===== config.mk =====
export PLATFORM = sky130hd
export DESIGN_NAME = fetch_seq_ctrl
export DESIGN_NICKNAME = d
export VERILOG_FILES = /design/src/rtl/cpu_ctrl_pkg.sv /design/src/rtl/event_counter.sv /design/src/rtl/fetch_seq_ctrl.sv
export SDC_FILE = /design/constraint.sdc
export NUM_CORES = 1
export LEC_CHECK = 0
export BUFFER_PORTS_ARGS = -buffer_cell sky130_fd_sc_hd__buf_2
export CORE_ASPECT_RATIO = 2
export CORE_UTILIZATION = 45
export DETAILED_ROUTE_END_ITERATION = 6
export PLACE_DENSITY_LB_ADDON = 0.1
export SLEW_MARGIN = 20
export SYNTH_ARGS = -nofsm -noshare
export SYNTH_HDL_FRONTEND = slang
export SYNTH_SLANG_ARGS = --single-unit

===== constraint.sdc =====
create_clock -name clk -period 6.76 [get_ports clk]
set_input_delay 2.028 -clock clk [delete_from_list [all_inputs] [get_ports clk]]
set_output_delay 2.028 -clock clk [all_outputs]
set_load 0.02 [all_outputs]

===== src/rtl/cpu_ctrl_pkg.sv =====
// rtl/cpu_ctrl_pkg.sv - shared state encoding, syscall codes and PC target helpers
package cpu_ctrl_pkg;

  typedef enum logic [1:0] {
    ST_IDLE  = 2'd0,
    ST_RUN   = 2'd1,
    ST_PAUSE = 2'd2,
    ST_HALT  = 2'd3
  } state_e;

  localparam logic [31:0] SYSCALL_EXIT = 32'd10;
  localparam logic [31:0] SYSCALL_DISP = 32'd34;
  localparam logic [31:0] RESET_PC_DEF = 32'h0000_3000;

  function automatic logic [31:0] jump_target(input logic [3:0] pc_hi, input logic [25:0] idx);
    return {pc_hi, idx, 2'b00};
  endfunction

  function automatic logic [31:0] branch_target(input logic [31:0] pc_plus4, input logic [15:0] imm);
    return pc_plus4 + {{14{imm[15]}}, imm, 2'b00};
  endfunction

endpackage


===== src/rtl/event_counter.sv =====
// rtl/event_counter.sv - 32-bit wrapping event counter with freeze
module event_counter (
  input  logic        clk,
  input  logic        rst,
  input  logic        inc_i,
  input  logic        freeze_i,
  output logic [31:0] cnt_o
);

  logic [31:0] cnt_q, cnt_d;

  always_comb begin
    cnt_d = cnt_q;
    if (inc_i && !freeze_i) cnt_d = cnt_q + 32'd1;
  end

  always_ff @(posedge clk or posedge rst) begin
    if (rst) cnt_q <= '0;
    else     cnt_q <= cnt_d;
  end

  assign cnt_o = cnt_q;

endmodule


===== src/rtl/fetch_seq_ctrl.sv =====
// rtl/fetch_seq_ctrl.sv - PC owner, next-PC selection, run/pause/halt control and counters
module fetch_seq_ctrl
  import cpu_ctrl_pkg::*;
#(
  parameter logic [31:0] RESET_PC      = RESET_PC_DEF,
  parameter int          IM_AW         = 12,
  parameter bit          PAUSE_ON_DISP = 1'b1
) (
  input  logic             clk,
  input  logic             rst,
  input  logic             go,
  input  logic [31:0]      instr,
  input  logic             branch_taken,
  input  logic             is_jump,
  input  logic             is_jr,
  input  logic [31:0]      jr_target,
  input  logic             is_syscall,
  input  logic [31:0]      v0,
  output logic [31:0]      pc,
  output logic [31:0]      pc_plus4,
  output logic [IM_AW-1:0] im_addr,
  output logic             commit,
  output logic             disp_strobe,
  output logic             halted,
  output logic [31:0]      cycle_cnt,
  output logic [31:0]      jump_cnt,
  output logic [31:0]      branch_cnt
);

  state_e      state_q, state_d;
  logic [31:0] pc_q, pc_d;
  logic [31:0] pc_plus4_w;
  logic        cycle_inc, jump_inc, branch_inc;
  logic        unused_instr;

  assign pc_plus4_w   = pc_q + 32'd4;
  assign unused_instr = ^instr[31:26];

  always_comb begin
    state_d     = state_q;
    pc_d        = pc_q;
    commit      = 1'b0;
    disp_strobe = 1'b0;
    cycle_inc   = 1'b0;
    jump_inc    = 1'b0;
    branch_inc  = 1'b0;
    case (state_q)
      ST_IDLE: if (go) state_d = ST_RUN;
      ST_RUN: begin
        commit    = 1'b1;
        cycle_inc = 1'b1;
        // Exit retires but leaves the PC on the syscall so the board shows where it stopped.
        if (is_syscall && v0 == SYSCALL_EXIT) begin
          state_d = ST_HALT;
        end else if (is_jr) begin
          pc_d     = jr_target;
          jump_inc = 1'b1;
        end else if (is_jump) begin
          pc_d     = jump_target(pc_plus4_w[31:28], instr[25:0]);
          jump_inc = 1'b1;
        end else if (branch_taken) begin
          pc_d       = branch_target(pc_plus4_w, instr[15:0]);
          branch_inc = 1'b1;
        end else begin
          pc_d = pc_plus4_w;
          if (is_syscall && v0 == SYSCALL_DISP) begin
            disp_strobe = 1'b1;
            if (PAUSE_ON_DISP) state_d = ST_PAUSE;
          end
        end
      end
      ST_PAUSE: if (go) state_d = ST_RUN;
      ST_HALT:  state_d = ST_HALT;
      default:  state_d = ST_IDLE;
    endcase
  end

  always_ff @(posedge clk or posedge rst) begin
    if (rst) begin
      state_q <= ST_IDLE;
      pc_q    <= RESET_PC;
    end else begin
      state_q <= state_d;
      pc_q    <= pc_d;
    end
  end

  assign halted   = (state_q == ST_HALT);
  assign pc       = pc_q;
  assign pc_plus4 = pc_plus4_w;
  assign im_addr  = pc_q[IM_AW-1:0];

  event_counter u_cycle_cnt (
    .clk(clk), .rst(rst), .inc_i(cycle_inc), .freeze_i(halted), .cnt_o(cycle_cnt)
  );

  event_counter u_jump_cnt (
    .clk(clk), .rst(rst), .inc_i(jump_inc), .freeze_i(halted), .cnt_o(jump_cnt)
  );

  event_counter u_branch_cnt (
    .clk(clk), .rst(rst), .inc_i(branch_inc), .freeze_i(halted), .cnt_o(branch_cnt)
  );

endmodule


# ---- Word-level counts from Yosys, hierarchy flattened
# Cells that the tools add are included.
dict set report totals {
  inputBits 103
  out_inout_bits 175
  register_bits 130
  word_cells 57
}
dict set report op_classes {
  addsub 5
  mux 26
  bitwise 1
  n_reduce_logical 10
  n_eq_ne 10
}
# operator count
set ops {}
lappend ops {{$add A32 B1 Y32 const B} 3}
lappend ops {{$mux W32} 3}
lappend ops {{$add A32 B3 Y32 const B} 1}
lappend ops {{$add A32 B32 Y32} 1}
lappend ops {{$eq A32 B4 Y1 const B} 1}
lappend ops {{$eq A32 B6 Y1 const B} 1}
lappend ops {{$mux W1} 16}
lappend ops {{$mux W2} 6}
lappend ops {{$ne A3 B3 Y1 const B} 4}
lappend ops {{$pmux W2 S3} 1}
lappend ops {{$logic_and A1 B1 Y1} 5}
lappend ops {{$reduce_and A5 Y1} 1}
lappend ops {{$eq A2 B2 Y1 const B} 2}
lappend ops {{$eq A2 B1 Y1 const B} 1}
lappend ops {{$logic_not A2 Y1} 1}
lappend ops {{$ne A2 B1 Y1 const B} 1}
lappend ops {{$reduce_and A2 Y1} 1}
lappend ops {{$reduce_or A2 Y1} 1}
lappend ops {{$logic_not A1 Y1} 1}
lappend ops {{$not A1 Y1} 1}

# ---- Depth between registers and ports, before layout
# Gate-level depths: netlist (run 1).
dict set report depth {
  word_depth 8
  depth_mapped 16
  mapped_depth_nobuf 14
}

# ---- Modules after synthesis
# Synthesis (run 1) repeated with hierarchy kept, for this count alone.
dict set report hier_totals {
  hier_cells 971
  hier_area_um2 8836.0
}
# mod seq_area_each_um2 cells_each n_inst area_each_um2
set modules_own_cells {}
lappend modules_own_cells {fetch_seq_ctrl 853.3 582 1 4445.5}
lappend modules_own_cells {{event_counter at u_branch_cnt ...} 800.8 129 2 1465.2}
lappend modules_own_cells {{event_counter at u_jump_cnt} 800.8 131 1 1460.2}

# ---- Worst setup path after synthesis (run 1)
# Ideal clock, no wire load.
dict set report synth_path {
  path_type {input to output}
  startpoint {in v0[0]}
  endpoint {out disp_strobe}
  t_arrival_ps 3439
  t_required_ps 4732
  setup_slack_ps 1293
  path_stages 7
  n_path_buf 2
  path_cell_list {nor4b_1 -> nand4_1 -> nor3_1 -> a21o_1 -> buf_2 -> buf_1 -> nor2_1}
}
dict set report synth_between {
  elab_chain_len 8
  elab_cells_between_ends 10
  cone_classes {eq/ne: 2; mux: 6; reduce/logical: 2}
}
# element line_no
set synth_lines {}
lappend synth_lines {{from (decl)} fetch_seq_ctrl.sv:18} ;# input logic [31:0] v0,
lappend synth_lines {{$eq A32 B6 Y1} fetch_seq_ctrl.sv:66} ;# if (is_syscall && v0 == SYSCALL_DISP) begin
lappend synth_lines {{$logic_and A1 B1 Y1} fetch_seq_ctrl.sv:66}
lappend synth_lines {{$mux W1} fetch_seq_ctrl.sv:66}
lappend synth_lines {{$mux W1} fetch_seq_ctrl.sv:61} ;# end else if (branch_taken) begin
lappend synth_lines {{$mux W1} fetch_seq_ctrl.sv:58} ;# end else if (is_jump) begin
lappend synth_lines {{$mux W1} fetch_seq_ctrl.sv:55} ;# end else if (is_jr) begin
lappend synth_lines {{$mux W1 *} fetch_seq_ctrl.sv:53} ;# if (is_syscall && v0 == SYSCALL_EXIT) begin
lappend synth_lines {{$mux W1 *} fetch_seq_ctrl.sv:47} ;# case (state_q)
lappend synth_lines {{to (decl)} fetch_seq_ctrl.sv:23} ;# output logic disp_strobe,
# Mark *: on every way between the ends. The rest lies on a longest branch, timed or not.

# ---- Final worst setup path (run 1)
# Same ends and word-level chain as after synthesis.

==> results of run 1 <==
[layout by cell type, fill, tap and decap left out, types with 3 or more instances in the layout]
master,n
a211oi_1,9
a21o_1,13
a21oi_1,47
a221oi_1,5
a222oi_1,7
a311oi_1,5
a31oi_1,12
and2_1,5
and3_1,18
and4_1,14
buf_2,271
buf_4,8
clkbuf_1,3
clkbuf_16,17
clkinv_2,3
clkinvlp_4,3
dfrtp_1,128
ha_1,39
inv_1,16
mux2i_1,5
nand2_1,108
nand2b_1,4
nand3_1,59
nand4_1,33
nor2_1,68
nor2b_1,5
nor3_1,17
nor4_1,5
o211ai_1,11
o21a_1,8
o21ai_0,37
o21bai_1,4
o221ai_1,3
o22ai_1,5
o31ai_1,7
or3_1,8
xnor2_1,108
xor2_1,33
[stage by stage]
stage,area [um2],setup WS [ns],std cells,hold WS (ns)
4_1_cts,10500,0.975,1417,0.473
6_report,10500,0.989,1417,0.471
3_5_place_dp,9960,1.00,1386,0.462
2_1_floorplan,8500,1.27,936,0.502
3_3_place_gp,9960,1.02,1386,0.456
5_1_grt,10500,0.793,1417,0.491
[power by group through the flow]
| stage | clock (uW) | sequential, uW | combinational, uW |
|---|---|---|---|
| floorplan | 0 | 1100 | 1000 |
| global placement | 0 | 1030 | 1510 |
| detailed placement | 0 | 1040 | 1510 |
| CTS | 916 | 1020 | 1520 |
| global route | 948 | 1040 | 1670 |
| finish | 901 | 1020 | 1530 |
[path summary, 6_finish.rpt]
check                                    endpoint  slack, ns  cells after the start
setup / recovery                      disp_strobe       0.99                      7
hold / removal             u_branch_cnt.cnt_o[31]       0.47                      1
setup reg to reg                           pc[24]       2.69                     14
hold reg to reg            u_branch_cnt.cnt_o[31]       0.47                      1
max in group asynchronous    u_cycle_cnt.cnt_o[0]       3.95                      3
min in group asynchronous  u_branch_cnt.cnt_o[19]       1.72                      2
[logic make-up after synthesis]
| group | after synthesis | share of synthesized area |
|---|---|---|
| AOI/OAI and AO/OA | 193 | 0.150 |
| xor gates and xnor gates | 142 | 0.148 |
| adders and majority gates | 40 | 0.0598 |
| buffers and inverters | 63 | 0.0349 |
| DFF | 130 | 0.383 |
| muxes | 6 | 0.00722 |
| and+or+nand+nor | 362 | 0.217 |
[sequential cells by signal, indices dropped and copies added (netlist names)]
register	flops
pc	32
u_branch_cnt.cnt_o	32
u_cycle_cnt.cnt_o	32
u_jump_cnt.cnt_o	32
state_q	2
[layer usage]
layer / vias up / share of wire / track usage
li1: 3887 / - / -
met1: 3959 / 0.35 / 0.283
met2: 332 / 0.54 / 0.523
met3: 86 / 0.055 / 0.0574
met4: 0 / 0.055 / 0.169
met5: - / 0 / 0
[area by class of cell]
type	instances	area [um2]
Sequential cell	130	3260
Multi-Input combinational cell	743	4950
Fill cell	1778	7860
Clock inverter	9	106
Timing Repair Buffer	279	1420
Clock buffer	22	464
Tap cell	216	270
Inverter	18	70.1
[critical path, stage by stage]
cell and delay [ns]:
buf_2 0.12, nor4b_1 0.35, nand4_1 0.17, nor3_1 0.47
nand4b_1 0.22, nor2_1 0.17, buf_2 0.22
==> metrics.md, run 1 <==
| Metric | Value |
|---|---|
| Routability cong. | `a little under 1` |
| Chip Width | `99.2 um` |
| Vias in the first global route | `8,144` |
| Yosys reg bits | `130` |
| P_leak | `0.00511 uW` |
| Clk_skew | `0.0117 ns` |
| Main area contributors after synthesis | `dfrtp_1 38%, xnor2_1 11%, ha_1 5.7%, nand2_1 4.8%, nand3_1 3.5%` |
| DRC | `0` |
| Cell with the most instances after synthesis | `dfrtp_1` |
| TritonCTS clock tree | `done` |
| Distinct cell type count after synthesis | `73` |
| Combinational power share | `0.443` |
| Clk slew on worst S/H paths | `~0.06 ns` |
| Initial core utilization | `0.462` |
| Min-delay src | `u_branch_cnt.cnt_o[31]` |
| Int Power | `2000 uW` |
| Slew HR | `0.448` |
| Number of post-CTS setup repair buffers | `0` |
| Layout Nets | `roughly 1,300` |
| Vias per cell | `roughly 5.8` |
| Actual slew at the worst max-slew pin | `0.828 ns` |
| Row Count | `70` |
| Avg Cell Area, Syn | `9.08 um2` |
| Sw frac | `0.421` |
| Number of DRC markers in iteration 0 | `~310` |
| Netlist Area Pre-Place | `8500 um2` |
| First-pass detailed-route iteration total | `5` |
| Start point of the critical path | `v0[0]` |
| Fmax | `173 MHz` |
| Grt total ovfl | `0` |
| CTS sink count | `130` |
| Post-Synthesis Cells | `936` |
| Vias | `8,264` |
| WP data required | `4.73 ns` |
| Seq/Total Area, Yosys | `0.383` |
| Net Switching | `1450 uW` |
| Post-DP HPWL | `20,800 um` |
| Minimum clock period | `5.77 ns` |
| Antenna Nets Post-Route | `0` |
| IO buf count | `roughly 270` |
| Startpoint of the worst register-to-register path | `pc[2]` |
| Setup violators final | `0` |
| RSZ-0062 raised after global routing | `no` |
| Root buf cell | `clkbuf_16` |
| Max Cap Viol | `0` |
| Total power | `3450 uW` |
| P&R area growth vs syn | `23.9%` |
| Drt total wl | `between 20,000 and 30,000 um` |
| Largest area contributor in the netlist | `dfrtp_1` |
| First-pass GRT wire length | `42,000 um` |
| Synth Flop Type | `dfrtp_1` |
| Worst setup path class | `in2out` |
| Cts hold-fix bufs | `0` |
| Max clock buf depth | `2` |
| Worst Path Arrival | `3.74 ns` |
| Yosys top cell area share | `0.377` |
| Syn_nets | `1,079` |
| Fraction of registers with async set/reset | `1.00` |
| CP max FO | `3` |
| Die Ht | `196 um` |
| Core Box Area | `18,400 um2` |
| Crit path capture type | `output pin` |
| # diodes | `0` |
| Die area | `19,500 um2` |
| Fin util | `0.573` |
| Cell Pwr Density | `328 nW/um2` |
| GRT Overall Usage | `0.281` |
| Wire per inst | `18.9 um` |
| Final setup TNS | `0 ns` |
| Largest net degree at the start of global routing | `56` |
| CP Launch Type | `primary input` |
| Initial antenna violation count | `0` |
| Layout cell share with drive strength beyond 1 | `0.272` |
| Worst min-delay path class | `reg2reg` |
| Post-CTS sizing | `0` |
| Clock share of power | `0.261` |
| CTS Buf Count | `17` |
| Num ports | `278` |
| Synth top cells by count | `128 x dfrtp_1, 108 x nand2_1, 108 x xnor2_1` |
| H-tree depth | `4` |
| Period utilization | `0.854` |
| Synth warnings | `0` |
| Reg power frac | `0.296` |
| Pins Over Slew Limit | `0` |
| Endpoints failing hold | `0` |
| Maximum VDD drop | `0.000168 V` |
| Post-synth EDFFs | `0` |
| Skew-Pair Late Insertion Delay | `0.42 ns` |
| Status | `complete, no violations` |
No activity file was read; power rests on OpenSTA's default activity.
==> run 2, diff against run 1 <==
--- a/config.mk
+++ b/config.mk
@@ -9,7 +9,7 @@
 export CORE_ASPECT_RATIO = 2
 export CORE_UTILIZATION = 45
 export DETAILED_ROUTE_END_ITERATION = 6
-export PLACE_DENSITY_LB_ADDON = 0.1
+export PLACE_DENSITY = 0.72
 export SLEW_MARGIN = 20
 export SYNTH_ARGS = -nofsm -noshare
 export SYNTH_HDL_FRONTEND = slang
==> run 2 against run 1 <==
Effect of this change:
- highest routed layer unchanged
- combinational power is essentially flat
- sequential share of layout area shrank 0.051 points
- clock power grew 4.7%
==> metrics.md, run 2 (synthesis results as in run 1) <==
| Metric | Value |
|---|---|
| Skew-Pair Late Insertion Delay | `0.42 ns` |
| Grt total ovfl | `0` |
| Vias | `approximately 8,400` |
| Fmax | `177 MHz` |
| P&R area growth vs syn | `24.1%` |
| Antenna Nets Post-Route | `0` |
| Setup violators final | `0` |
| Cell Pwr Density | `332 nW/um2` |
| Routability cong. | `a little over 0.9` |
| Reg area | `approximately 3300 um2` |
| Number of post-CTS setup repair buffers | `0` |
| Largest net degree at the start of global routing | `59` |
| Most frequent cells in the layout | `271 x buf_2, 128 x dfrtp_1, 108 x nand2_1, 108 x xnor2_1, 68 x nor2_1` |
| Slew HR | `0.268` |
| Layout Nets | `between 1,000 and 1,500` |
| Status | `complete, no violations` |
| Die Ht | `196 um` |
| Total power | `3500 uW` |
| Filler cells | `between 1,500 and 2,000` |
| Root buf cell | `clkbuf_16` |
| Vias per cell | `about 6` |
| Endpoints failing hold | `0` |
| Clk slew on worst S/H paths | `~0.060 ns` |
| First-pass detailed-route iteration total | `5` |
| TritonCTS clock tree | `done` |
| Crit path capture type | `output pin` |
| Period utilization | `0.837` |
| CP max FO | `3` |
| Post-DP HPWL | `21,600 um` |
| Reg2reg setup slack | `2.47 ns` |
| Chip Width | `99.2 um` |
| Wire per inst | `between 20 and 25 um` |
| Worst min-delay path class | `reg2reg` |
| First-pass GRT wire length | `43,300 um` |
| Worst Path Arrival | `3.63 ns` |
| Initial antenna violation count | `2` |
| Drt total wl | `28,400 um` |
| Cts hold-fix bufs | `0` |
| CTS Buf Count | `17` |
| Die area | `19,500 um2` |
| P_leak | `0.00511 uW` |
| Actual slew at the worst max-slew pin | `1.09 ns` |
| Clk_skew | `0.00935 ns` |
| CP Launch Type | `primary input` |
| Pins Over Slew Limit | `0` |
| Maximum VDD drop | `0.000180 V` |
| Num ports | `between 200 and 300` |
| WP data required | `roughly 4.7 ns` |
| Max Cap Viol | `0` |
| RSZ-0062 raised after global routing | `no` |
| Core Box Area | `roughly 18,000 um2` |
| Post-CTS sizing | `0` |
| Max clock buf depth | `2` |
| GRT Overall Usage | `0.292` |
| Most common cell after layout, fill and taps aside | `buf_2` |
| H-tree depth | `4` |
| Vias in the first global route | `8,336` |
| Number of DRC markers in iteration 0 | `~350` |
| Layout cell share with drive strength beyond 1 | `0.274` |
| IO buf count | `between 200 and 300` |
| Final setup TNS | `0 ns` |
| CTS sink count | `130` |
| Initial core utilization | `0.462` |
| Minimum clock period | `5.66 ns` |
| Area of the multi-input gates | `4950 um2` |
| Worst setup path class | `in2out` |
| DRC | `0` |
| Row Count | `70` |
[run 2: changes by cell type in the layout (fill, tap and decap cells not counted)]
cell / previous run / this run
inv_8: 0 / 2
diode_2: 0 / 2
clkinv_2: 3 / 0
buf_4: 8 / 6
clkinvlp_4: 3 / 5
clkinv_4: 0 / 1
inv_6: 1 / 5
clkbuf_8: 2 / 0
clkbuf_1: 3 / 0
[run 2: worst paths after layout]
check / end / start / cells after the start
setup / recovery: disp_strobe / v0[0] / 7
min in group asynchronous: u_jump_cnt.cnt_o[23] / rst / 2
hold reg to reg: u_branch_cnt.cnt_o[31] / u_branch_cnt.cnt_o[31] / 1
max in group asynchronous: u_cycle_cnt.cnt_o[4] / rst / 3
hold / removal: u_branch_cnt.cnt_o[31] / u_branch_cnt.cnt_o[31] / 1
setup reg to reg: pc[26] / pc[2] / 14
[run 2: where the power goes]
group,switching [uW],internal (uW)
Combinational,958,572
Clock,389,554
Sequential,160,867
Total,1510,1990
[run 2: layout make-up]
type                            count  area share
Tap cell                          216      0.0256
Inverter                           18     0.00664
Timing Repair Buffer              277       0.133
Clock inverter                     15      0.0164
Antenna cell                        2    0.000474
Multi-Input combinational cell    743       0.469
Clock buffer                       17      0.0403
Sequential cell                   130       0.309
[run 2: worst max-delay path, stage by stage]
cell and delay, ns:
buf_2 0.13, nor4b_1 0.30, nand4_1 0.25, nor3_1 0.38, nand4b_1 0.20, nor2_1 0.16
buf_2 0.18
[run 2: per-stage QoR]
stage	instances	hold slack [ns]	worst slack (ns)	area [um2]	util
after floorplan	936	0.502	1.27	8500	-
after global placement	1384	0.455	1.21	9950	0.541
after detailed placement	1384	0.458	1.13	9950	0.541
after CTS	1416	0.470	1.13	10500	0.573
after global routing	1418	0.479	0.936	10500	0.574
final	1418	0.466	1.10	10500	0.574
[run 2: per-layer routing]
metal  routed length (um)  up-vias  share of wire  GRT usage
met5                    0        -              0          0
met4                 2040        0          0.072      0.221
met3                 1620      107          0.057     0.0486
met2                15300      391           0.54      0.550
met1                 9520     4018           0.33      0.278
li1                     -     3885              -          -
==> run 3, diff against run 2 <==
--- a/config.mk
+++ b/config.mk
@@ -9,7 +9,7 @@
 export CORE_ASPECT_RATIO = 2
 export CORE_UTILIZATION = 45
 export DETAILED_ROUTE_END_ITERATION = 6
-export PLACE_DENSITY = 0.72
+export PLACE_DENSITY = 0.75
 export SLEW_MARGIN = 20
 export SYNTH_ARGS = -nofsm -noshare
 export SYNTH_HDL_FRONTEND = slang
==> constraint.sdc (replaced) <==
create_clock -name clk -period 4.9 [get_ports clk]
set_input_delay 1.47 -clock clk [delete_from_list [all_inputs] [get_ports clk]]
set_output_delay 1.47 -clock clk [all_outputs]
set_load 0.02 [all_outputs]
==> run 3 against run 2 <==
Effect of this change:
- sequential share of layout area shrank 0.19 points
- final cell count grew 0.42%
- combinational power grew 39%
- design area grew 0.63%
- utilization grew 0.36 points
- flip-flop and latch count is the same
- routed wire length shrank 1.0%
- register-to-register slack lost 1.9 ns
- non-clock buffer count grew 6
- via count grew 0.86%
- worst hold slack gained 0.0090 ns
==> metrics.md, run 3 (synthesis results as in run 1) <==
| Metric | Value |
|---|---|
| Status | `complete, no violations` |
| Vias | `8,473` |
| Layout Nets | `about 1,300` |
| Actual slew at the worst max-slew pin | `about 0.87 ns` |
| CTS sink count | `130` |
| Drt total wl | `28,200 um` |
| Worst min-delay path class | `reg2reg` |
| Hold Path Cell Cnt | `1` |
| Post-DP Area | `10,000 um2` |
| P_leak | `0.00515 uW` |
| Vias per cell | `5.95` |
| RSZ-0062 raised after global routing | `no` |
| DRC | `0` |
| Worst Path Arrival | `3.15 ns` |
| Clk_skew | `0.0138 ns` |
| TritonCTS clock tree | `done` |
| Largest net degree at the start of global routing | `98` |
| WP data required | `3.43 ns` |
| Antenna Nets Post-Route | `0` |
| Final hold slack | `~0.48 ns` |
| Max clock buf depth | `2` |
| Cts hold-fix bufs | `0` |
| Grt total ovfl | `0` |
| Critical path's slowest cell | `nor3_1` |
| Die Ht | `196 um` |
| Number of post-CTS setup repair buffers | `0` |
| Fin util | `0.577` |
| Setup violators final | `0` |
| Cell family with most CP delay | `simple AND/OR/NAND/NOR gates` |
| Initial core utilization | `0.462` |
| WP buf/inv | `2` |
| Final Instance Count excl. Fillers | `1,424` |
| Slowest stage delay, CP | `0.40 ns` |
| Core Box Area | `18,400 um2` |
| CTS Buf Count | `17` |
| Crit path capture type | `output pin` |
| Cell Pwr Density | `456 nW/um2` |
| Cell repeated most along the worst path | `buf_2` |
| P&R area growth vs syn | `24.9%` |
| Final instance area | `roughly 11,000 um2` |
| Cell count along the critical path | `7` |
| Max Cap Viol | `0` |
| Die area | `between 15,000 and 20,000 um2` |
| Routability cong. | `0.968` |
| GRT Overall Usage | `0.290` |
| Post-CTS sizing | `0` |
| Number of DRC markers in iteration 0 | `394` |
| H-tree depth | `4` |
| Root buf cell | `clkbuf_16` |
| CP max FO | `3` |
| Pins Over Slew Limit | `0` |
| Slew HR | `0.421` |
| First-pass GRT wire length | `43,200 um` |
| R2R cell count | `14` |
| First-pass detailed-route iteration total | `5` |
| Vias in the first global route | `8,233` |
| Period utilization | `0.942` |
| Row Count | `70` |
| Minimum clock period | `4.62 ns` |
| Dpl cells | `roughly 1,400` |
| Wire per inst | `19.8 um` |
| Fmax | `approximately 220 MHz` |
| Clk slew on worst S/H paths | `~0.060 ns` |
| Final setup TNS | `0 ns` |
| IO buf count | `271` |
| Post-DP HPWL | `21,200 um` |
| Num ports | `278` |
| Worst setup path class | `in2out` |
| Endpoints failing hold | `0` |
| Initial antenna violation count | `2` |
| Layout cell share with drive strength beyond 1 | `0.278` |
| CP Launch Type | `primary input` |
| Maximum VDD drop | `around 0.00026 V` |
| Most frequent cells in the layout | `271 x buf_2, 128 x dfrtp_1, 108 x nand2_1, 108 x xnor2_1, 68 x nor2_1` |
| Cell Chain, Critical Path | `buf_2 -> nor4b_1 -> nand4_1 -> nor3_1 -> nand4b_1 -> nor2_1 -> buf_2` |
| Skew-Pair Late Insertion Delay | `0.43 ns` |
| Chip Width | `99.2 um` |
| Most common cell after layout, fill and taps aside | `buf_2` |
run 3: changes by cell type in the layout (fill, tap and decap cells not counted):
cell        delta
buf_4          +5
buf_12         +1
clkbuf_8       +1
clkinv_4       +1
clkinvlp_4     -1
inv_4          -1
run 3: final timing paths:
check | startpoint | end | slack [ns]
max in group asynchronous | rst | pc[12] | 2.74
worst min-delay path | u_cycle_cnt.cnt_o[31] | u_cycle_cnt.cnt_o[31] | 0.48
worst min register to register | u_cycle_cnt.cnt_o[31] | u_cycle_cnt.cnt_o[31] | 0.48
min in group asynchronous | rst | u_branch_cnt.cnt_o[25] | 1.19
worst max register to register | pc[2] | pc[26] | 0.62
worst max-delay path | v0[0] | disp_strobe | 0.28
run 3: metrics by stage:
stage / setup WS, ns / power [uW]
2_1_floorplan: 0.549 / 2900
3_3_place_gp: 0.358 / 3480
3_5_place_dp: 0.360 / 3510
4_1_cts: 0.340 / 4840
5_1_grt: 0.0733 / 5110
6_report: 0.282 / 4840
run 3: where the power goes:
| part | switching (uW) | total [uW] | leakage [uW] | internal, uW |
|---|---|---|---|---|
| Combinational | 1330 | 2120 | 0.00314 | 796 |
| Clock | 534 | 1310 | 0.000288 | 779 |
| Sequential | 208 | 1400 | 0.00172 | 1200 |
run 3: cell type report:
| cell class | count | area (um2) |
|---|---|---|
| Antenna cell | 2 | 5.00 |
| Clock buffer | 18 | 439 |
| Clock inverter | 14 | 166 |
| Fill cell | 1692 | 7780 |
| Inverter | 18 | 71.3 |
| Multi-Input combinational cell | 743 | 4950 |
| Sequential cell | 130 | 3260 |
| Tap cell | 216 | 270 |
| Timing Repair Buffer | 283 | 1460 |
run 3: routing by layer:
metal  global-route usage  share of wire  vias up  wire, um
li1                     -              -     3905         -
met5                    0              0        -         0
met4                0.211          0.065        0      1840
met1                0.292           0.34     4038      9670
met3               0.0411          0.061       99      1730
met2                0.536           0.53      431     14900
